[src/rtl/axil_master_pkg.sv]
// Shared AXI4-Lite definitions for axil_master: response codes (same encoding as the register slaves)
// and the initiator FSM state encoding.
package axil_master_pkg;

   localparam logic [1:0] RESP_OKAY   = 2'b00;
   localparam logic [1:0] RESP_SLVERR = 2'b10;
   localparam logic [1:0] RESP_DECERR = 2'b11;

   typedef enum logic [2:0] {
      ST_IDLE  = 3'd0,
      ST_WR    = 3'd1,
      ST_WR_B  = 3'd2,
      ST_RD_A  = 3'd3,
      ST_RD_R  = 3'd4,
      ST_RSP   = 3'd5,
      ST_DRAIN = 3'd6
   } state_t;

endpackage

[src/rtl/axil_master_timer.sv]
// Busy-cycle watchdog: clears on load, counts while enabled, flags expiry when the count equals LIMIT.
module axil_master_timer #(
   parameter logic [15:0] LIMIT = 16'd1022
) (
   input  logic i_clk,
   input  logic i_reset,
   input  logic i_load,
   input  logic i_en,
   output logic o_expire
);

   logic [15:0] r_cnt;

   always_ff @(posedge i_clk) begin
      if (i_reset || i_load) begin
         r_cnt <= '0;
      end else if (i_en) begin
         r_cnt <= r_cnt + 16'd1;
      end
   end

   assign o_expire = i_en && (r_cnt == LIMIT);

endmodule

[src/rtl/axil_master.sv]
// AXI4-Lite initiator: one local register command -> one AXI4-Lite write/read -> one response pulse.
// Optional watchdog with response drain is built when AXIL_MASTER_TIMEOUT_EN is defined.
module axil_master
   import axil_master_pkg::*;
#(
   parameter int AW             = 8,
   parameter int TIMEOUT_CYCLES = 1024
) (
   input  logic          i_clk,
   input  logic          i_reset,
   input  logic          i_cmd_valid,
   output logic          o_cmd_ready,
   input  logic          i_cmd_write,
   input  logic [AW-1:0] i_cmd_addr,
   input  logic [31:0]   i_cmd_wdata,
   input  logic [3:0]    i_cmd_wstrb,
   output logic          o_rsp_valid,
   output logic [31:0]   o_rsp_rdata,
   output logic [1:0]    o_rsp_resp,
   output logic          o_rsp_timeout,
   output logic [AW-1:0] o_m_axi_awaddr,
   output logic          o_m_axi_awvalid,
   input  logic          i_m_axi_awready,
   output logic [2:0]    o_m_axi_awprot,
   output logic [31:0]   o_m_axi_wdata,
   output logic [3:0]    o_m_axi_wstrb,
   output logic          o_m_axi_wvalid,
   input  logic          i_m_axi_wready,
   input  logic [1:0]    i_m_axi_bresp,
   input  logic          i_m_axi_bvalid,
   output logic          o_m_axi_bready,
   output logic [AW-1:0] o_m_axi_araddr,
   output logic          o_m_axi_arvalid,
   input  logic          i_m_axi_arready,
   output logic [2:0]    o_m_axi_arprot,
   input  logic [31:0]   i_m_axi_rdata,
   input  logic [1:0]    i_m_axi_rresp,
   input  logic          i_m_axi_rvalid,
   output logic          o_m_axi_rready
);

   state_t        r_state, w_nxt;
   logic [AW-1:0] r_addr;
   logic [31:0]   r_wdata;
   logic [3:0]    r_wstrb;
   logic          r_awvalid, r_wvalid, r_arvalid, r_bready, r_rready, r_rsp_valid;
   logic [31:0]   r_rsp_rdata;
   logic [1:0]    r_rsp_resp;
   logic          w_awvalid, w_wvalid, w_arvalid, w_bready, w_rready, w_rsp_valid;
   logic [31:0]   w_rsp_rdata;
   logic [1:0]    w_rsp_resp;
   logic          w_accept, w_aw_done, w_w_done;

   assign o_cmd_ready = (r_state == ST_IDLE) && !i_reset;
   assign w_accept    = i_cmd_valid && o_cmd_ready;
   // A channel counts as done once its VALID is already low or completes this cycle.
   assign w_aw_done   = !r_awvalid || i_m_axi_awready;
   assign w_w_done    = !r_wvalid  || i_m_axi_wready;

`ifdef AXIL_MASTER_TIMEOUT_EN
   // Expiry on the last busy cycle puts the timeout response exactly TIMEOUT_CYCLES after accept.
   localparam logic [15:0] TO_LIMIT = 16'(TIMEOUT_CYCLES - 2);
   logic w_busy, w_expire, r_rsp_timeout, w_rsp_timeout;

   assign w_busy = r_state inside {ST_WR, ST_WR_B, ST_RD_A, ST_RD_R};

   axil_master_timer #(.LIMIT(TO_LIMIT)) u_timer (
      .i_clk    (i_clk),
      .i_reset  (i_reset),
      .i_load   (w_accept),
      .i_en     (w_busy),
      .o_expire (w_expire)
   );
`endif

   always_comb begin
      w_nxt       = r_state;
      w_awvalid   = r_awvalid;
      w_wvalid    = r_wvalid;
      w_arvalid   = r_arvalid;
      w_bready    = r_bready;
      w_rready    = r_rready;
      w_rsp_valid = 1'b0;
      w_rsp_rdata = r_rsp_rdata;
      w_rsp_resp  = r_rsp_resp;
`ifdef AXIL_MASTER_TIMEOUT_EN
      w_rsp_timeout = 1'b0;
`endif
      case (r_state)
         ST_IDLE: begin
            if (w_accept) begin
               if (i_cmd_write) begin
                  w_nxt     = ST_WR;
                  w_awvalid = 1'b1;
                  w_wvalid  = 1'b1;
               end else begin
                  w_nxt     = ST_RD_A;
                  w_arvalid = 1'b1;
               end
            end
         end
         ST_WR: begin
            if (i_m_axi_awready) w_awvalid = 1'b0;
            if (i_m_axi_wready)  w_wvalid  = 1'b0;
            if (w_aw_done && w_w_done) begin
               w_nxt    = ST_WR_B;
               w_bready = 1'b1;
            end
         end
         ST_WR_B: begin
            if (i_m_axi_bvalid) begin
               w_nxt       = ST_RSP;
               w_bready    = 1'b0;
               w_rsp_valid = 1'b1;
               w_rsp_rdata = '0;
               w_rsp_resp  = i_m_axi_bresp;
            end
         end
         ST_RD_A: begin
            if (i_m_axi_arready) begin
               w_nxt     = ST_RD_R;
               w_arvalid = 1'b0;
               w_rready  = 1'b1;
            end
         end
         ST_RD_R: begin
            if (i_m_axi_rvalid) begin
               w_nxt       = ST_RSP;
               w_rready    = 1'b0;
               w_rsp_valid = 1'b1;
               w_rsp_rdata = i_m_axi_rdata;
               w_rsp_resp  = i_m_axi_rresp;
            end
         end
         ST_RSP: w_nxt = ST_IDLE;
`ifdef AXIL_MASTER_TIMEOUT_EN
         ST_DRAIN: begin
            if (i_m_axi_awready) w_awvalid = 1'b0;
            if (i_m_axi_wready)  w_wvalid  = 1'b0;
            if (i_m_axi_arready) w_arvalid = 1'b0;
            if (i_m_axi_bvalid)  w_bready  = 1'b0;
            if (i_m_axi_rvalid)  w_rready  = 1'b0;
            if (!(w_awvalid || w_wvalid || w_arvalid || w_bready || w_rready)) w_nxt = ST_IDLE;
         end
`endif
         default: w_nxt = ST_IDLE;
      endcase
`ifdef AXIL_MASTER_TIMEOUT_EN
      // A final response handshake in the expiry cycle already steered w_nxt to RSP and wins.
      if (w_expire && (w_nxt != ST_RSP)) begin
         w_nxt         = ST_DRAIN;
         w_rsp_valid   = 1'b1;
         w_rsp_timeout = 1'b1;
         w_rsp_rdata   = '0;
         w_rsp_resp    = RESP_SLVERR;
         w_bready      = (r_state == ST_WR)   || (r_state == ST_WR_B);
         w_rready      = (r_state == ST_RD_A) || (r_state == ST_RD_R);
      end
`endif
   end

   always_ff @(posedge i_clk) begin
      if (i_reset) begin
         r_state     <= ST_IDLE;
         r_awvalid   <= 1'b0;
         r_wvalid    <= 1'b0;
         r_arvalid   <= 1'b0;
         r_bready    <= 1'b0;
         r_rready    <= 1'b0;
         r_rsp_valid <= 1'b0;
         r_rsp_rdata <= '0;
         r_rsp_resp  <= RESP_OKAY;
      end else begin
         r_state     <= w_nxt;
         r_awvalid   <= w_awvalid;
         r_wvalid    <= w_wvalid;
         r_arvalid   <= w_arvalid;
         r_bready    <= w_bready;
         r_rready    <= w_rready;
         r_rsp_valid <= w_rsp_valid;
         r_rsp_rdata <= w_rsp_rdata;
         r_rsp_resp  <= w_rsp_resp;
      end
   end

   always_ff @(posedge i_clk) begin
      if (i_reset) begin
         r_addr  <= '0;
         r_wdata <= '0;
         r_wstrb <= '0;
      end else if (w_accept) begin
         r_addr  <= i_cmd_addr;
         r_wdata <= i_cmd_wdata;
         r_wstrb <= i_cmd_wstrb;
      end
   end

`ifdef AXIL_MASTER_TIMEOUT_EN
   always_ff @(posedge i_clk) begin
      if (i_reset) r_rsp_timeout <= 1'b0;
      else         r_rsp_timeout <= w_rsp_timeout;
   end
   assign o_rsp_timeout = r_rsp_timeout;
`else
   assign o_rsp_timeout = 1'b0;
`endif

   assign o_rsp_valid     = r_rsp_valid;
   assign o_rsp_rdata     = r_rsp_rdata;
   assign o_rsp_resp      = r_rsp_resp;
   assign o_m_axi_awaddr  = r_addr;
   assign o_m_axi_araddr  = r_addr;
   assign o_m_axi_wdata   = r_wdata;
   assign o_m_axi_wstrb   = r_wstrb;
   assign o_m_axi_awvalid = r_awvalid;
   assign o_m_axi_wvalid  = r_wvalid;
   assign o_m_axi_arvalid = r_arvalid;
   assign o_m_axi_bready  = r_bready;
   assign o_m_axi_rready  = r_rready;
   assign o_m_axi_awprot  = 3'b000;
   assign o_m_axi_arprot  = 3'b000;

endmodule
[config.mk]
export PLATFORM = sky130hd
export DESIGN_NAME = axil_master
export DESIGN_NICKNAME = d
export VERILOG_FILES = /design/src/rtl/axil_master_pkg.sv /design/src/rtl/axil_master_timer.sv /design/src/rtl/axil_master.sv
export SDC_FILE = /design/constraint.sdc
export NUM_CORES = 1
export LEC_CHECK = 0
export BUFFER_PORTS_ARGS = -buffer_cell sky130_fd_sc_hd__buf_2
export CAP_MARGIN = 15
export CORE_AREA = 2 2 91 93
export CTS_CLUSTER_SIZE = 10
export DETAILED_ROUTE_END_ITERATION = 8
export DIE_AREA = 0 0 93 95
export GPL_TIMING_DRIVEN = 0
export PLACE_DENSITY_LB_ADDON = 0.3
export SYNTH_ARGS = -nofsm -noshare
export SYNTH_HDL_FRONTEND = slang
export SYNTH_SLANG_ARGS = --single-unit
[constraint.sdc]
create_clock -name i_clk -period 1.6 [get_ports i_clk]
set_input_delay 0.32 -clock i_clk [delete_from_list [all_inputs] [get_ports i_clk]]
set_output_delay 0.32 -clock i_clk [all_outputs]
set_load 0.03 [all_outputs]
==> run_results.csv <==
group,metric,value,unit
global_route,antenna_found_initial,0,
floorplan,die_x,93,um
place,dp.cells,675,
critical_path,start_kind,"flip-flop",
global_route,grt_overflow,0,
sta,period_share,0.967,
floorplan,start_util,0.421,
layout,final_common_cell,"buf_2",
synthesis,synth_compound_area_frac,0.109,
critical_path,crit_type,"reg -> out",
drt,dr.pass1.iters,4,
drt,vias_per_cell,4.83,
critical_path,path_cells,"nor4_4, buf_6",
sta,setup_slack,0.0529,ns
clock_network,cts_tree,"done",
synthesis,synth.top_cell.area_share,0.522,
sta,fmax,0.646,GHz
layout,area_delta_synth_final,41.9,%
run,maxCapViolCount,0,
layout,fin_util,0.597,
synthesis,synthMuxAreaShare,0.00600,
global_route,track_usage,0.196,
critical_path,critPathArrivalTime,1.23,ns
synthesis,synthXorXnorAreaFrac,0,
global_route,grt_pass1_vias,2993,
floorplan,fp.dieH,95,um
drt,wl_per_cell,13.1,um
sta,setup_viol,0,
drt,final_antenna_net_count,0,
status,outcome,"complete, no violations",
synthesis,synth_area_leader_cell,"dfxtp_1",
clock_network,cts_hold_buffers,0,
sta,rsz0062_at_grt,"true",
pwr,p_per_area,1500,nW/um^2
layout,diodes,0,
synthesis,synth_top_family_by_area,"simple AND/OR/NAND/NOR gates",
floorplan,num_rows,33,
synthesis,synth-warning-count,0,
synthesis,synth-seq-area-share,0.522,
layout,layout_common_cells,"buf_2, nand2_1, dfxtp_1",
critical_path,cp_max_fo,5,
drt,route.vias.total,3332,
pwr,peakVddDrop,0.797,mV
clock_network,post_cts_buffers,0,
clock_network,clock_path_buffers,2,
sta,hold_viol,0,
layout,nets,670,
place,dp_hpwl,6760,um
global_route,grt_max_degree,15,
drt,routed_wl,9050,um
synthesis,avgSynthCellArea,8.69,sq um
clock_network,cts-root-buf,"clkbuf_8",
synthesis,syn_inst,384,
sta,finalMaxSlewViolations,0,
clock_network,cts-htree-levels,3,
clock_network,cts.reportedPaths.clkPinSlew,0.09,ns
synthesis,synth-seq-cells,87,
critical_path,critPathRequiredTime,1.28,ns
global_route,grt_pass1_wl,14000,um
clock_network,insertion_delay,0.34,ns
synthesis,synth_fa_ha_area_frac,0,
clock_network,numCtsBuffers,9,
min_path,hp-class,"in -> reg",
synthesis,ys_types,28,
place,place_ws,-0.0883,ns
place,port_buffers,180,
sta,finalClockSkew,0.00987,ns
synthesis,synth.area.top_cells,"dfxtp_1, nand2_1, nand3b_1",
drt,drc_errors,0,
drt,drtIter0Drc,94,
place,placed_cell_area,4460,sq um
pwr,leakage,2.48,nW
floorplan,pin_count,189,
critical_path,cp_slowest_cell,"dfxtp_2",
floorplan,core,7930,sq um
synthesis,yosys.area_share.simple,0.285,
place,gp_congestion,0.732,
floorplan,die-area,8840,sq um
layout,layout.cells.non_filler,690,
critical_path,critPathMaxStageDelay,0.36,ns
layout,final_cell_area,4740,sq um
layout,drive_gt1_frac,0.414,
critical_path,cp-end-kind,"output port",
synthesis,synthesis.area,3340,sq um
clock_network,numClockSinks,87,
sta,fin_crit,1.55,ns
sta,whs,0.155,ns
[layer usage]
layer,track usage,part of all wire,up-vias
met5,0,0,-
met4,0.0588,0.011,0
met3,0.0551,0.095,8
met2,0.330,0.47,149
met1,0.245,0.42,1522
li1,-,-,1653
[stage by stage]
step / TNS (ns) / total power [mW]
finish: 0 / 7.11
floorplan: -0.108 / 4.56
global placement: -0.0149 / 5.24
global route: -0.000407 / 7.48
CTS: 0 / 7.12
detailed placement: -0.186 / 5.30
[layout make-up]
type / count / area [sq um]
inverter: 4 / 15.0
tap: 105 / 131
clock buffer: 9 / 124
clock inverter: 6 / 110
fill: 740 / 3190
buffer: 44 / 303
timing repair buffer: 180 / 907
sequential: 87 / 1750
multi-input combinational: 255 / 1400
[Yosys cell counts]
cell	instances
a211o_1	1
a211oi_1	2
a21o_1	1
a21oi_1	7
a22oi_1	33
a2bb2oi_1	1
a311oi_1	2
and2_1	1
and3_1	2
buf_2	12
buf_4	16
clkbuf_1	16
conb_1	1
dfxtp_1	87
inv_1	4
mux2i_1	2
nand2_1	94
nand2b_1	4
nand3_1	2
nand3b_1	46
nor2_1	40
nor2b_1	1
nor3_1	3
nor3b_1	1
nor4_2	1
nor4b_1	1
o21ai_0	2
o221ai_2	1
[where the power goes]
part           switching [mW]  total, mW  internal (mW)
combinational            1.66       2.55          0.892
clock                   0.760       1.79           1.03
sequential              0.230       2.77           2.54
total                    2.65       7.11           4.45
[worst paths after layout]
kind | slack [ns] | cells after the start | from | end
setup / recovery | 0.05 | 2 | r_state[2] | o_cmd_ready
hold / removal | 0.16 | 3 | i_cmd_addr[2] | o_m_axi_araddr[2]
setup reg to reg | 0.12 | 6 | r_state[1] | o_rsp_rdata[26]
hold reg to reg | 0.47 | 2 | o_m_axi_wdata[24] | o_m_axi_wdata[24]
[kinds of logic (layout without fill, tap and decap cells)]
kind of cell           after synthesis  count (layout)
AOI/OAI and AO/OA                   50              50
and+or+nand+nor                    196             196
DFF                                 87              87
buffers and inverters               48             243
muxes                                2               2
other                                1               7
[critical path, delay by kind of cell (launching register included)]
kind / cells / cell delay (ns)
flops: 1 / 0.36
buf+inv: 1 / 0.18
simple gates: 1 / 0.35
[timing repair]
item                                   CTS  global route
endpoints found under the hold margin    0             0
setup endpoints to repair                4            32
resized for setup                        4            13
pin swaps                                1             2
[state kept, by name, summed over array words and instances, names as in the netlist]
name	count
o_m_axi_bready	1
r_state	3
o_rsp_rdata	32
o_m_axi_wvalid	1
o_m_axi_awvalid	1
o_m_axi_wstrb	4
o_m_axi_arvalid	1
o_m_axi_araddr	8
o_m_axi_wdata	32
o_rsp_valid	1
o_m_axi_rready	1
o_rsp_resp	2
No activity file was read; power rests on OpenSTA's default activity.
